### src/rtl/pipe_ctrl_pkg.sv
// rtl/pipe_ctrl_pkg.sv - shared types and constants for the pipeline hazard controller
package pipe_ctrl_pkg;

    localparam int REG_AW = 5;

    typedef enum logic [1:0] {
        RUN      = 2'd0,
        BR_FLUSH = 2'd1,
        MEM_WAIT = 2'd2
    } pctl_state_t;

endpackage

### src/rtl/pipe_loaduse_det.sv
// rtl/pipe_loaduse_det.sv - combinational load-use hazard compare between ID and EX
// Ports:
//   id_rs1, id_rs2  source registers of the instruction in ID
//   id_uses_rs2     ID instruction actually reads rs2
//   ex_rd           destination register of the instruction in EX
//   ex_mem_read     EX instruction is a load
//   lu_hazard       ID must wait one cycle for the load result
module pipe_loaduse_det
    import pipe_ctrl_pkg::*;
(
    input  logic [REG_AW-1:0] id_rs1,
    input  logic [REG_AW-1:0] id_rs2,
    input  logic              id_uses_rs2,
    input  logic [REG_AW-1:0] ex_rd,
    input  logic              ex_mem_read,
    output logic              lu_hazard
);

    logic w_rs1_match;
    logic w_rs2_match;

    assign w_rs1_match = (ex_rd == id_rs1);
    assign w_rs2_match = id_uses_rs2 && (ex_rd == id_rs2);

    // x0 is hardwired zero, so a load targeting it never produces a dependency
    assign lu_hazard = ex_mem_read && (ex_rd != '0) && (w_rs1_match || w_rs2_match);

endmodule

### src/rtl/pipe_hazard_ctrl.sv
// rtl/pipe_hazard_ctrl.sv - stall/flush sequencer for the 5-stage pipeline
// Ports:
//   clk, reset              clock, synchronous active-high reset
//   id_rs1/id_rs2/id_uses_rs2, ex_rd/ex_mem_read   load-use hazard inputs
//   ex_branch_taken         branch/jump resolved taken in EX
//   dmem_req/dmem_ready     data-memory access in progress / completing
//   pc_we, if_id_we, id_ex_we, ex_mem_we           pipeline register enables
//   if_id_flush, id_ex_flush                       bubble inserts
//   stall_cnt, flush_cnt    saturating counts of pc_we=0 / id_ex_flush=1 cycles
module pipe_hazard_ctrl
    import pipe_ctrl_pkg::*;
#(
    parameter int BR_PENALTY = 2,
    parameter int CNT_W      = 16
) (
    input  logic              clk,
    input  logic              reset,
    input  logic [REG_AW-1:0] id_rs1,
    input  logic [REG_AW-1:0] id_rs2,
    input  logic              id_uses_rs2,
    input  logic [REG_AW-1:0] ex_rd,
    input  logic              ex_mem_read,
    input  logic              ex_branch_taken,
    input  logic              dmem_req,
    input  logic              dmem_ready,
    output logic              pc_we,
    output logic              if_id_we,
    output logic              if_id_flush,
    output logic              id_ex_we,
    output logic              id_ex_flush,
    output logic              ex_mem_we,
    output logic [CNT_W-1:0]  stall_cnt,
    output logic [CNT_W-1:0]  flush_cnt
);

    localparam logic [2:0] PEN_INIT = 3'(BR_PENALTY - 1);

    pctl_state_t r_state;
    pctl_state_t w_state_nxt;
    logic [2:0]  r_pen_cnt;
    logic [2:0]  w_pen_nxt;
    logic [CNT_W-1:0] r_stall_cnt;
    logic [CNT_W-1:0] r_flush_cnt;
    logic        w_lu_hazard;
    logic        w_mem_wait;

    pipe_loaduse_det u_loaduse_det (
        .id_rs1      (id_rs1),
        .id_rs2      (id_rs2),
        .id_uses_rs2 (id_uses_rs2),
        .ex_rd       (ex_rd),
        .ex_mem_read (ex_mem_read),
        .lu_hazard   (w_lu_hazard)
    );

    assign w_mem_wait = dmem_req && !dmem_ready;

    always_ff @(posedge clk) begin
        if (reset) begin
            r_state   <= RUN;
            r_pen_cnt <= '0;
        end else begin
            r_state   <= w_state_nxt;
            r_pen_cnt <= w_pen_nxt;
        end
    end

    always_comb begin
        w_state_nxt = r_state;
        w_pen_nxt   = r_pen_cnt;
        pc_we       = 1'b1;
        if_id_we    = 1'b1;
        id_ex_we    = 1'b1;
        ex_mem_we   = 1'b1;
        if_id_flush = 1'b0;
        id_ex_flush = 1'b0;

        if (reset) begin
            pc_we       = 1'b0;
            if_id_we    = 1'b0;
            id_ex_we    = 1'b0;
            ex_mem_we   = 1'b0;
            if_id_flush = 1'b1;
            id_ex_flush = 1'b1;
            w_state_nxt = RUN;
            w_pen_nxt   = '0;
        end else begin
            case (r_state)
                RUN: begin
                    if (w_mem_wait) begin
                        pc_we       = 1'b0;
                        if_id_we    = 1'b0;
                        id_ex_we    = 1'b0;
                        ex_mem_we   = 1'b0;
                        w_state_nxt = MEM_WAIT;
                    end else if (ex_branch_taken) begin
                        // ID holds a wrong-path instruction, so a load-use match there is moot
                        if_id_flush = 1'b1;
                        id_ex_flush = 1'b1;
                        if (BR_PENALTY > 1) begin
                            w_state_nxt = BR_FLUSH;
                            w_pen_nxt   = PEN_INIT;
                        end
                    end else if (w_lu_hazard) begin
                        pc_we       = 1'b0;
                        if_id_we    = 1'b0;
                        id_ex_flush = 1'b1;
                    end
                end
                BR_FLUSH: begin
                    if (w_mem_wait) begin
                        pc_we       = 1'b0;
                        if_id_we    = 1'b0;
                        id_ex_we    = 1'b0;
                        ex_mem_we   = 1'b0;
                        w_state_nxt = MEM_WAIT;
                        w_pen_nxt   = '0;
                    end else begin
                        // keep squashing fetches that were already in flight
                        if_id_flush = 1'b1;
                        if (r_pen_cnt <= 3'd1) begin
                            w_state_nxt = RUN;
                            w_pen_nxt   = '0;
                        end else begin
                            w_pen_nxt   = r_pen_cnt - 3'd1;
                        end
                    end
                end
                MEM_WAIT: begin
                    // EX is frozen here; branch and load-use get re-evaluated back in RUN
                    if (dmem_ready) begin
                        w_state_nxt = RUN;
                    end else begin
                        pc_we     = 1'b0;
                        if_id_we  = 1'b0;
                        id_ex_we  = 1'b0;
                        ex_mem_we = 1'b0;
                    end
                end
                default: begin
                    w_state_nxt = RUN;
                    w_pen_nxt   = '0;
                end
            endcase
        end
    end

    always_ff @(posedge clk) begin
        if (reset) begin
            r_stall_cnt <= '0;
            r_flush_cnt <= '0;
        end else begin
            if (!pc_we && (r_stall_cnt != '1)) begin
                r_stall_cnt <= r_stall_cnt + CNT_W'(1);
            end
            if (id_ex_flush && (r_flush_cnt != '1)) begin
                r_flush_cnt <= r_flush_cnt + CNT_W'(1);
            end
        end
    end

    assign stall_cnt = r_stall_cnt;
    assign flush_cnt = r_flush_cnt;

endmodule

### config.mk
export PLATFORM = sky130hd
export DESIGN_NAME = pipe_hazard_ctrl
export DESIGN_NICKNAME = d
export VERILOG_FILES = /design/src/rtl/pipe_ctrl_pkg.sv /design/src/rtl/pipe_loaduse_det.sv /design/src/rtl/pipe_hazard_ctrl.sv
export SDC_FILE = /design/constraint.sdc
export NUM_CORES = 1
export LEC_CHECK = 0
export ABC_CLOCK_PERIOD_IN_PS = 7400
export CAP_MARGIN = 20
export CORE_UTILIZATION = 40
export CTS_BUF_LIST = sky130_fd_sc_hd__clkbuf_16
export CTS_CLUSTER_SIZE = 8
export DETAILED_ROUTE_END_ITERATION = 7
export DONT_BUFFER_PORTS = 1
export GPL_ROUTABILITY_DRIVEN = 0
export SKIP_LAST_GASP = 1
export SYNTH_ARGS = -nofsm -noshare
export SYNTH_HDL_FRONTEND = slang
export SYNTH_HIERARCHICAL = 1
export SYNTH_SLANG_ARGS = --single-unit
### constraint.sdc
create_clock -name clk -period 7.4 [get_ports clk]
set_input_delay 1.85 -clock clk [delete_from_list [all_inputs] [get_ports clk]]
set_output_delay 1.85 -clock clk [all_outputs]
set_load 0.01 [all_outputs]
# Word level (Yosys, flattened, before mapping)
# Index checks and enable logic that the tools add are counted.
dict set report classes {
  bitwise 1
  eq_ne 11
  mux 29
  addsub 3
  reduce_logical 14
  magnitude_cmp 1
}
# operator count
set ops {}
lappend ops {{16-bit by 1-bit adder with 16-bit output (second input constant)} 2}
lappend ops {{16-bit inequality test (second input constant)} 2}
lappend ops {{1-bit two-way mux} 15}
lappend ops {{3-bit two-way mux} 4}
lappend ops {{5-bit == test} 2}
lappend ops {{2-bit two-way mux} 5}
lappend ops {{3-bit case mux with 3 select lines} 1}
lappend ops {{1-bit logical AND} 6}
lappend ops {{2-bit inequality test (second input constant)} 3}
lappend ops {{3-bit inequality test (second input constant)} 2}
lappend ops {{2-bit case mux with 3 select lines} 1}
lappend ops {{3-bit AND reduction} 2}
lappend ops {{5-bit nonzero test} 1}
lappend ops {{1-bit case mux with 2 select lines} 2}
lappend ops {{3-bit by 1-bit less-or-equal comparator with 1-bit output (second input constant)} 1}
lappend ops {{1-bit case mux with 3 select lines} 1}
lappend ops {{3-bit by 1-bit subtractor with 3-bit output (second input constant)} 1}
lappend ops {{2-bit by 1-bit == test with 1-bit output (second input constant)} 1}
lappend ops {{2-bit == test (second input constant)} 1}
lappend ops {{1-bit zero test} 2}
lappend ops {{2-bit zero test} 1}
lappend ops {{2-bit OR reduction} 1}
lappend ops {{1-bit logical OR} 1}
lappend ops {{1-bit inverter} 1}
dict set report totals {
  in_bits 22
  register_bits 37
  wordCells 63
  output_inout_bits 38
}

# Longest topological paths before layout
# Gate-level depths: netlist of run 1.
dict set report logic_depth {
  word_depth 11
  ltp_mapped 10
  mapped_depth_nobuf 9
}

# Modules after synthesis
# Netlist of run 1, hierarchy kept.
# module seq_area_each_um2 area_each_um2 cells_each instances
set modules_own_cells {}
lappend modules_own_cells {pipe_hazard_ctrl 740.7 1995.7 230 1}
lappend modules_own_cells {pipe_loaduse_det 0.0 132.6 17 1}

# Worst setup path before layout of run 1
# No wires, ideal clock.
dict set report synth_path {
  path_kind {in2out}
  start {input port ex_rd[0]}
  end {output port pc_we}
  required_time_ps 5550
  cell_stages 8
  n_path_buf 2
  arrival_ps 3261
  slack_ps 2289
  cell_sequence {or4_1 o21ai_1 a21oi_1 inv_1 o2111ai_2 o21ai_2 buf_2 buf_4}
}
dict set report synth_between {
  elab_chain_len 9
}
# item line_no
set synth_rtl {}
lappend synth_rtl {{from (decl)} pipe_hazard_ctrl.sv:21} ;# input logic [REG_AW-1:0] ex_rd,
lappend synth_rtl {{5-bit == test} pipe_loaduse_det.sv:23} ;# assign w_rs2_match = id_uses_rs2 && (ex_rd == id_rs2);
lappend synth_rtl {{1-bit logical AND} pipe_loaduse_det.sv:23}
lappend synth_rtl {{1-bit logical OR} pipe_loaduse_det.sv:26} ;# assign lu_hazard = ex_mem_read && (ex_rd != '0) && (w_rs1_match || w_rs2_match);
lappend synth_rtl {{1-bit logical AND *} pipe_loaduse_det.sv:26}
lappend synth_rtl {{via w_lu_hazard} pipe_hazard_ctrl.sv:44} ;# logic w_lu_hazard;
lappend synth_rtl {{1-bit two-way mux * (3 in a row)} -}
lappend synth_rtl {{1-bit case mux with 3 select lines *} -}
lappend synth_rtl {{1-bit two-way mux *} -}
lappend synth_rtl {{to (decl)} pipe_hazard_ctrl.sv:26} ;# output logic pc_we,
# Mark *: on every way through the listed nets, which the timed path passes. The rest lies on a longest branch.

# Final worst setup path of run 1
dict set report layout_path {
  start {input port ex_rd[3]}
  end {output port pc_we}
}
# Same word-level chain as after synthesis.

==> impl_metrics.toml, run 1 <==
[logic_synthesis]
netlist_top_cells_area = "dfxtp_1 35%, xor2_1 6.2%, a21oi_1 4.5%"
synth-warning-count = 6
ys_types = 53
postSynthCellCount = 247
syn_area_per_cell_um2 = 8.62
seq_area_frac_synth_pct = 34.8
synthFlopType = "dfxtp_1"
netlist.area_leader.share_pct = 34.8
syn_area_um2 = 2130
synth-seq-cells = 37
syn_nets = 273
synth_largest_area_cell = "dfxtp_1"
synthArstFlopShare_pct = 0
synth-edff-count = 0

[clock_tree]
clk_path_buf_depth = 2
cts_resized = 0
clk_latency_ns = 0.28
cts_num_sinks = 37
path_clk_slew_ns = 0.05
cts_setup_buffers = 0
numCtsBuffers = 5
cts-root-buf = "clkbuf_16"
cts_max_level = 2
cts_tree = "built"
hold_buffers = 0

[run]
maxCapViolCount = 0

[timing]
rsz0062_at_grt = "no"
max_freq_ghz = 0.199
setup_violations = 0
skew_ns = 0.00441
fin_crit_ns = 5.02
tns_ns = 0
relSlewSlack_pct = 41.9
drv_slew = 0
worst_slew_pin_slew_ns = 0.871
post-route-period-util_pct = 67.9
hold_violations = 0

[worst_setup_path]
reg2reg_to = "stall_cnt[8]"
cp.required_ns = 5.55
slowest_delay_ns = 0.30
worstPathMaxFanout = 20
r2r_slack_ns = 5.37
r2r_cells = 4
crit_slowest_cell = "o21ai_2"
crit_type = "in -> out"
crit_arrival_ns = 3.17
r2r-start = "r_state[0]"
cp_cell_sequence = "xor2_1 > nor4_2 > nand3_1 > a21oi_1 > inv_1 > o2111ai_2 > o21ai_2"
cp-end-kind = "output pin"
cp-start-kind = "input port"

[floorplan]
start_util_pct = 41.7
ios = 60
fp.dieH_um = 74.9
rows = 26
die_area_um2 = 5620
core_um2 = 5110
die_w_um = 74.9

[finish]
multi_input_area_um2 = 1300
fill_cells = 514
drive_above_1_share_pct = 9.02
syn_to_final_growth_pct = 7.70
final_core_util_pct = 44.9
seq_area_um2 = 741
layout.nets = 269
antenna_cells = 0

[worst_hold_path]
hold_class = "reg -> reg"
hp-start = "stall_cnt[4]"
whs_endpoint = "stall_cnt[4]"
min_path_cells = 2

[routing]
wl_um = 4450
ant_nets = 0
routedWlPerCell_um = 14.2
drc = 0
dr.pass1.iters = 4
drtIter0Drc = 95
vias = 1830
vias_per_cell = 5.83

[grt]
grt_max_degree = 37
antenna_found_initial = 0
grt.total_usage_pct = 16.7
grt_pass1_wl_um = 7230
grt_pass1_vias = 1594
grt_overflow = 0

[power]
p_leak_nw = 0.783
ir_drop_mv = 0.110
p_per_area_nw_per_um2 = 197

[placement]
place_hpwl_um = 3180
portBuffers = 0

[outcome]
outcome = "complete, no violations"
[worst max-delay path by stage]
| stage | start | to | slack (ns) | depth (start not counted) |
|---|---|---|---|---|
| 2_1_floorplan | ex_rd[0] | pc_we | 2.29 | 8 |
| 3_3_place_gp | ex_rd[3] | if_id_we | 2.39 | 7 |
| 3_5_place_dp | ex_rd[3] | if_id_we | 2.38 | 7 |
| 4_1_cts | ex_rd[3] | if_id_we | 2.37 | 7 |
| 5_1_grt | ex_rd[3] | if_id_we | 2.20 | 7 |
| 6_report | ex_rd[3] | pc_we | 2.38 | 7 |
[cell type report]
type / count / share of cell area, %
Sequential cell: 37 / 32.3
Multi-Input combinational cell: 191 / 56.6
Inverter: 8 / 1.31
Clock inverter: 3 / 0.546
Clock buffer: 5 / 5.46
Tap cell: 70 / 3.82
[critical path, delay by kind of cell]
kind	cells	cell delay (ns)
AO/OA/AOI/OAI	3	0.73
buffers and inverters	1	0.07
XOR/XNOR	1	0.15
AND/OR/NAND/NOR	2	0.36
[synth_stat cells (2+ instances only)]
cell type	number
a21oi_1	19
and2_1	2
and3_1	5
and4_1	6
buf_2	4
buf_4	4
clkbuf_1	3
dfxtp_1	37
ha_1	4
inv_1	7
mux2_1	2
mux2i_1	2
nand2_1	8
nand2b_1	2
nand3_1	15
nand3_2	2
nand4_1	5
nor2_1	24
nor2b_1	3
nor3_1	8
nor4_1	3
o211ai_1	6
o21a_1	4
o21ai_0	4
o21ai_2	3
o31ai_1	9
or3_1	4
or4_1	10
xnor2_1	4
xor2_1	15
[registers in the layout (all words and copies together) (netlist names)]
register	flops
stall_cnt	16
flush_cnt	16
r_pen_cnt	3
r_state	2
[metal layers]
layer	vias up	wire, um	part of all wire [%]	GRT usage, %
li1	922	-	-	-
met1	858	2140	48	22.3
met2	44	2040	46	26.1
met3	6	224	5.0	4.15
met4	0	45	1.0	5.87
met5	-	0	0	0
[stage by stage]
| step | area (um2) | std cells | power [mW] | worst slack (ns) | hold WS (ns) |
|---|---|---|---|---|---|
| floorplan | 2130 | 247 | 0.253 | 2.29 | 0.504 |
| global placement | 2150 | 306 | 0.254 | 2.39 | 0.517 |
| detailed placement | 2150 | 306 | 0.255 | 2.38 | 0.529 |
| CTS | 2290 | 314 | 0.457 | 2.37 | 0.536 |
| global route | 2290 | 314 | 0.472 | 2.20 | 0.564 |
| finish | 2290 | 314 | 0.451 | 2.38 | 0.526 |
[logic make-up after synthesis]
family | synth area share (%)
AOI/OAI and AO/OA | 19.7
xor gates and xnor gates | 7.82
adders and majority gates | 2.35
buffers and inverters | 4.29
DFF | 34.8
muxes | 2.00
and+or+nand+nor | 29.0
[cells in the final DEF (no fill, tap or decap), types with 2 or more instances in the layout]
cell	count
nand2b_1	2
dfxtp_1	37
nand3_1	15
and4_1	6
and2_1	2
and3_1	5
nand2_1	8
or4_1	10
xnor2_1	4
mux2_1	2
o211ai_1	6
inv_1	7
nor3_1	8
nand3_2	2
nor2b_1	3
nor4_1	3
o21ai_0	4
a21oi_1	19
o21ai_2	3
clkinv_1	2
ha_1	4
nor2_1	24
clkbuf_16	5
o31ai_1	9
mux2i_1	2
or3_1	4
o21a_1	4
nand4_1	5
xor2_1	15
[power breakdown]
| group | leakage [nW] | switching, mW | internal, mW |
|---|---|---|---|
| Combinational | 0.415 | 0.0210 | 0.0154 |
| Sequential | 0.299 | 0.0101 | 0.204 |
| Clock | 0.0687 | 0.0782 | 0.122 |
No activity file was read; power rests on OpenSTA's default activity.
==> run 2: changes to the inputs <==
- ABC_CLOCK_PERIOD_IN_PS: 7400 -> 5200
- clock period: 7.4 -> 5.2 ns (I/O delays scaled with it)
==> results of run 2 <==
The final DEF is identical to that of run 1. Status: complete, no violations.
Main changes from that run: setup slack after placement 2.38 ns -> 1.28 ns; setup slack after layout 2.38 ns -> 1.28 ns; register-to-register setup slack 5.37 ns -> 3.17 ns; total power 0.451 mW -> 0.641 mW; worst IR drop on VDD 0.110 mV -> 0.156 mV
==> run 3: changes to the inputs <==
- ABC_CLOCK_PERIOD_IN_PS: 5200 -> 3510
- clock period: 5.2 -> 3.51 ns (I/O delays scaled with it)
==> run 3 against run 2 <==
  * Core utilization did not move
  * Clock-buffer cell count did not move
  * Wire length rose by 1.3%
  * Clock skew fell by 0.00075 ns
  * Critical path type unchanged
  * Critical endpoint unchanged
  * Largest cell class unchanged
  * Highest routed layer unchanged
==> impl_metrics.toml, run 3 (synthesis results as in run 1) <==
[routing]
routedWlPerCell_um = 14.4
ant_nets = 0
vias_per_cell = 5.80
wl_um = 4510
drtIter0Drc = 97
drc = 0
vias = 1820
dr.pass1.iters = 4

[timing]
skew_ns = 0.00367
max_freq_ghz = 0.326
hold_violations = 0
post-route-period-util_pct = 87.5
relSlewSlack_pct = 41.3
fin_hold_ws_ns = 0.527
drv_slew = 0
fin_crit_ns = 3.07
rsz0062_at_grt = "no"
setup_violations = 0
tns_ns = 0
worst_slew_pin_slew_ns = 0.881

[grt]
grt_overflow = 0
grt_pass1_wl_um = 7150
antenna_found_initial = 0
grt_pass1_vias = 1597
grt_max_degree = 37
grt.total_usage_pct = 16.6

[floorplan]
die_w_um = 74.9
fp.dieH_um = 74.9
die_area_um2 = 5620
ios = 60
rows = 26
core_um2 = 5110
start_util_pct = 41.7

[clock_tree]
cts_tree = "built"
cts_num_sinks = 37
numCtsBuffers = 5
cts_setup_buffers = 0
cts-root-buf = "clkbuf_16"
cts_resized = 0
clk_path_buf_depth = 2
path_clk_slew_ns = 0.05
hold_buffers = 0
clk_latency_ns = 0.27
cts_max_level = 2

[power]
swShare_pct = 24.0
p_seq_share_pct = 47.7
internal-power_mw = 0.720
p_leak_nw = 0.783
power_switching_mw = 0.227
p_per_area_nw_per_um2 = 413
ir_drop_mv = 0.253
p_clk_share_pct = 44.2
power_frac_comb_pct = 8.0

[worst_setup_path]
cp-end-kind = "output pin"
crit_arrival_ns = 2.19
worstPathMaxFanout = 20
cp.required_ns = 2.63
cp-start-kind = "input port"
crit_type = "in -> out"

[placement]
portBuffers = 0
place_hpwl_um = 3190
placed_area_um2 = 2150

[finish]
syn_to_final_growth_pct = 7.70
stdcell_area_um2 = 2290
final_common_cell = "dfxtp_1"
antenna_cells = 0
drive_above_1_share_pct = 9.02
layout_common_cells = "37 x dfxtp_1, 24 x nor2_1, 19 x a21oi_1"
final_core_util_pct = 44.9
layout.nets = 269

[run]
maxCapViolCount = 0

[outcome]
outcome = "complete, no violations"

[worst_hold_path]
hold_class = "reg -> reg"
run 3: area by class of cell:
class | instances | area, um2
Tap cell | 70 | 87.6
Inverter | 8 | 30.0
Sequential cell | 37 | 741
Clock buffer | 5 | 125
Multi-Input combinational cell | 191 | 1300
Clock inverter | 3 | 12.5
Fill cell | 503 | 2820
run 3: through the flow:
step | cells | worst slack (ns) | power [mW]
after floorplan | 247 | 0.344 | 0.533
after global placement | 306 | 0.440 | 0.536
after detailed placement | 306 | 0.391 | 0.538
after CTS | 314 | 0.427 | 0.961
after global routing | 314 | 0.283 | 0.989
final | 314 | 0.438 | 0.947
run 3: critical path, stage by stage:
cell and delay (ns):
xor2_1 0.15, nor4_2 0.25, nand3_1 0.10, a21oi_1 0.21, inv_1 0.07, o2111ai_2 0.22, o21ai_2 0.30
run 3: metal layers:
layer | global-route usage, % | share of wire, % | vias to the layer above
li1 | - | - | 917
met1 | 20.5 | 47 | 859
met2 | 27.3 | 47 | 40
met3 | 5.22 | 5.4 | 4
met4 | 5.66 | 0.98 | 0
met5 | 0 | 0 | -
run 3: power by group through the flow:
stage	sequential [mW]	combinational, mW	clock (mW)
5_1_grt	0.454	0.0868	0.447
3_5_place_dp	0.461	0.0767	0
2_1_floorplan	0.455	0.0781	0
4_1_cts	0.452	0.0768	0.433
3_3_place_gp	0.461	0.0753	0
6_report	0.452	0.0760	0.419
run 3: path summary, 6_finish.rpt:
path,startpoint,cells after the start,slack (ns),end
hold reg to reg,stall_cnt[4],2,0.53,stall_cnt[4]
setup / recovery,ex_rd[3],7,0.44,pc_we
hold / removal,stall_cnt[4],2,0.53,stall_cnt[4]
setup reg to reg,r_state[0],4,1.48,stall_cnt[8]
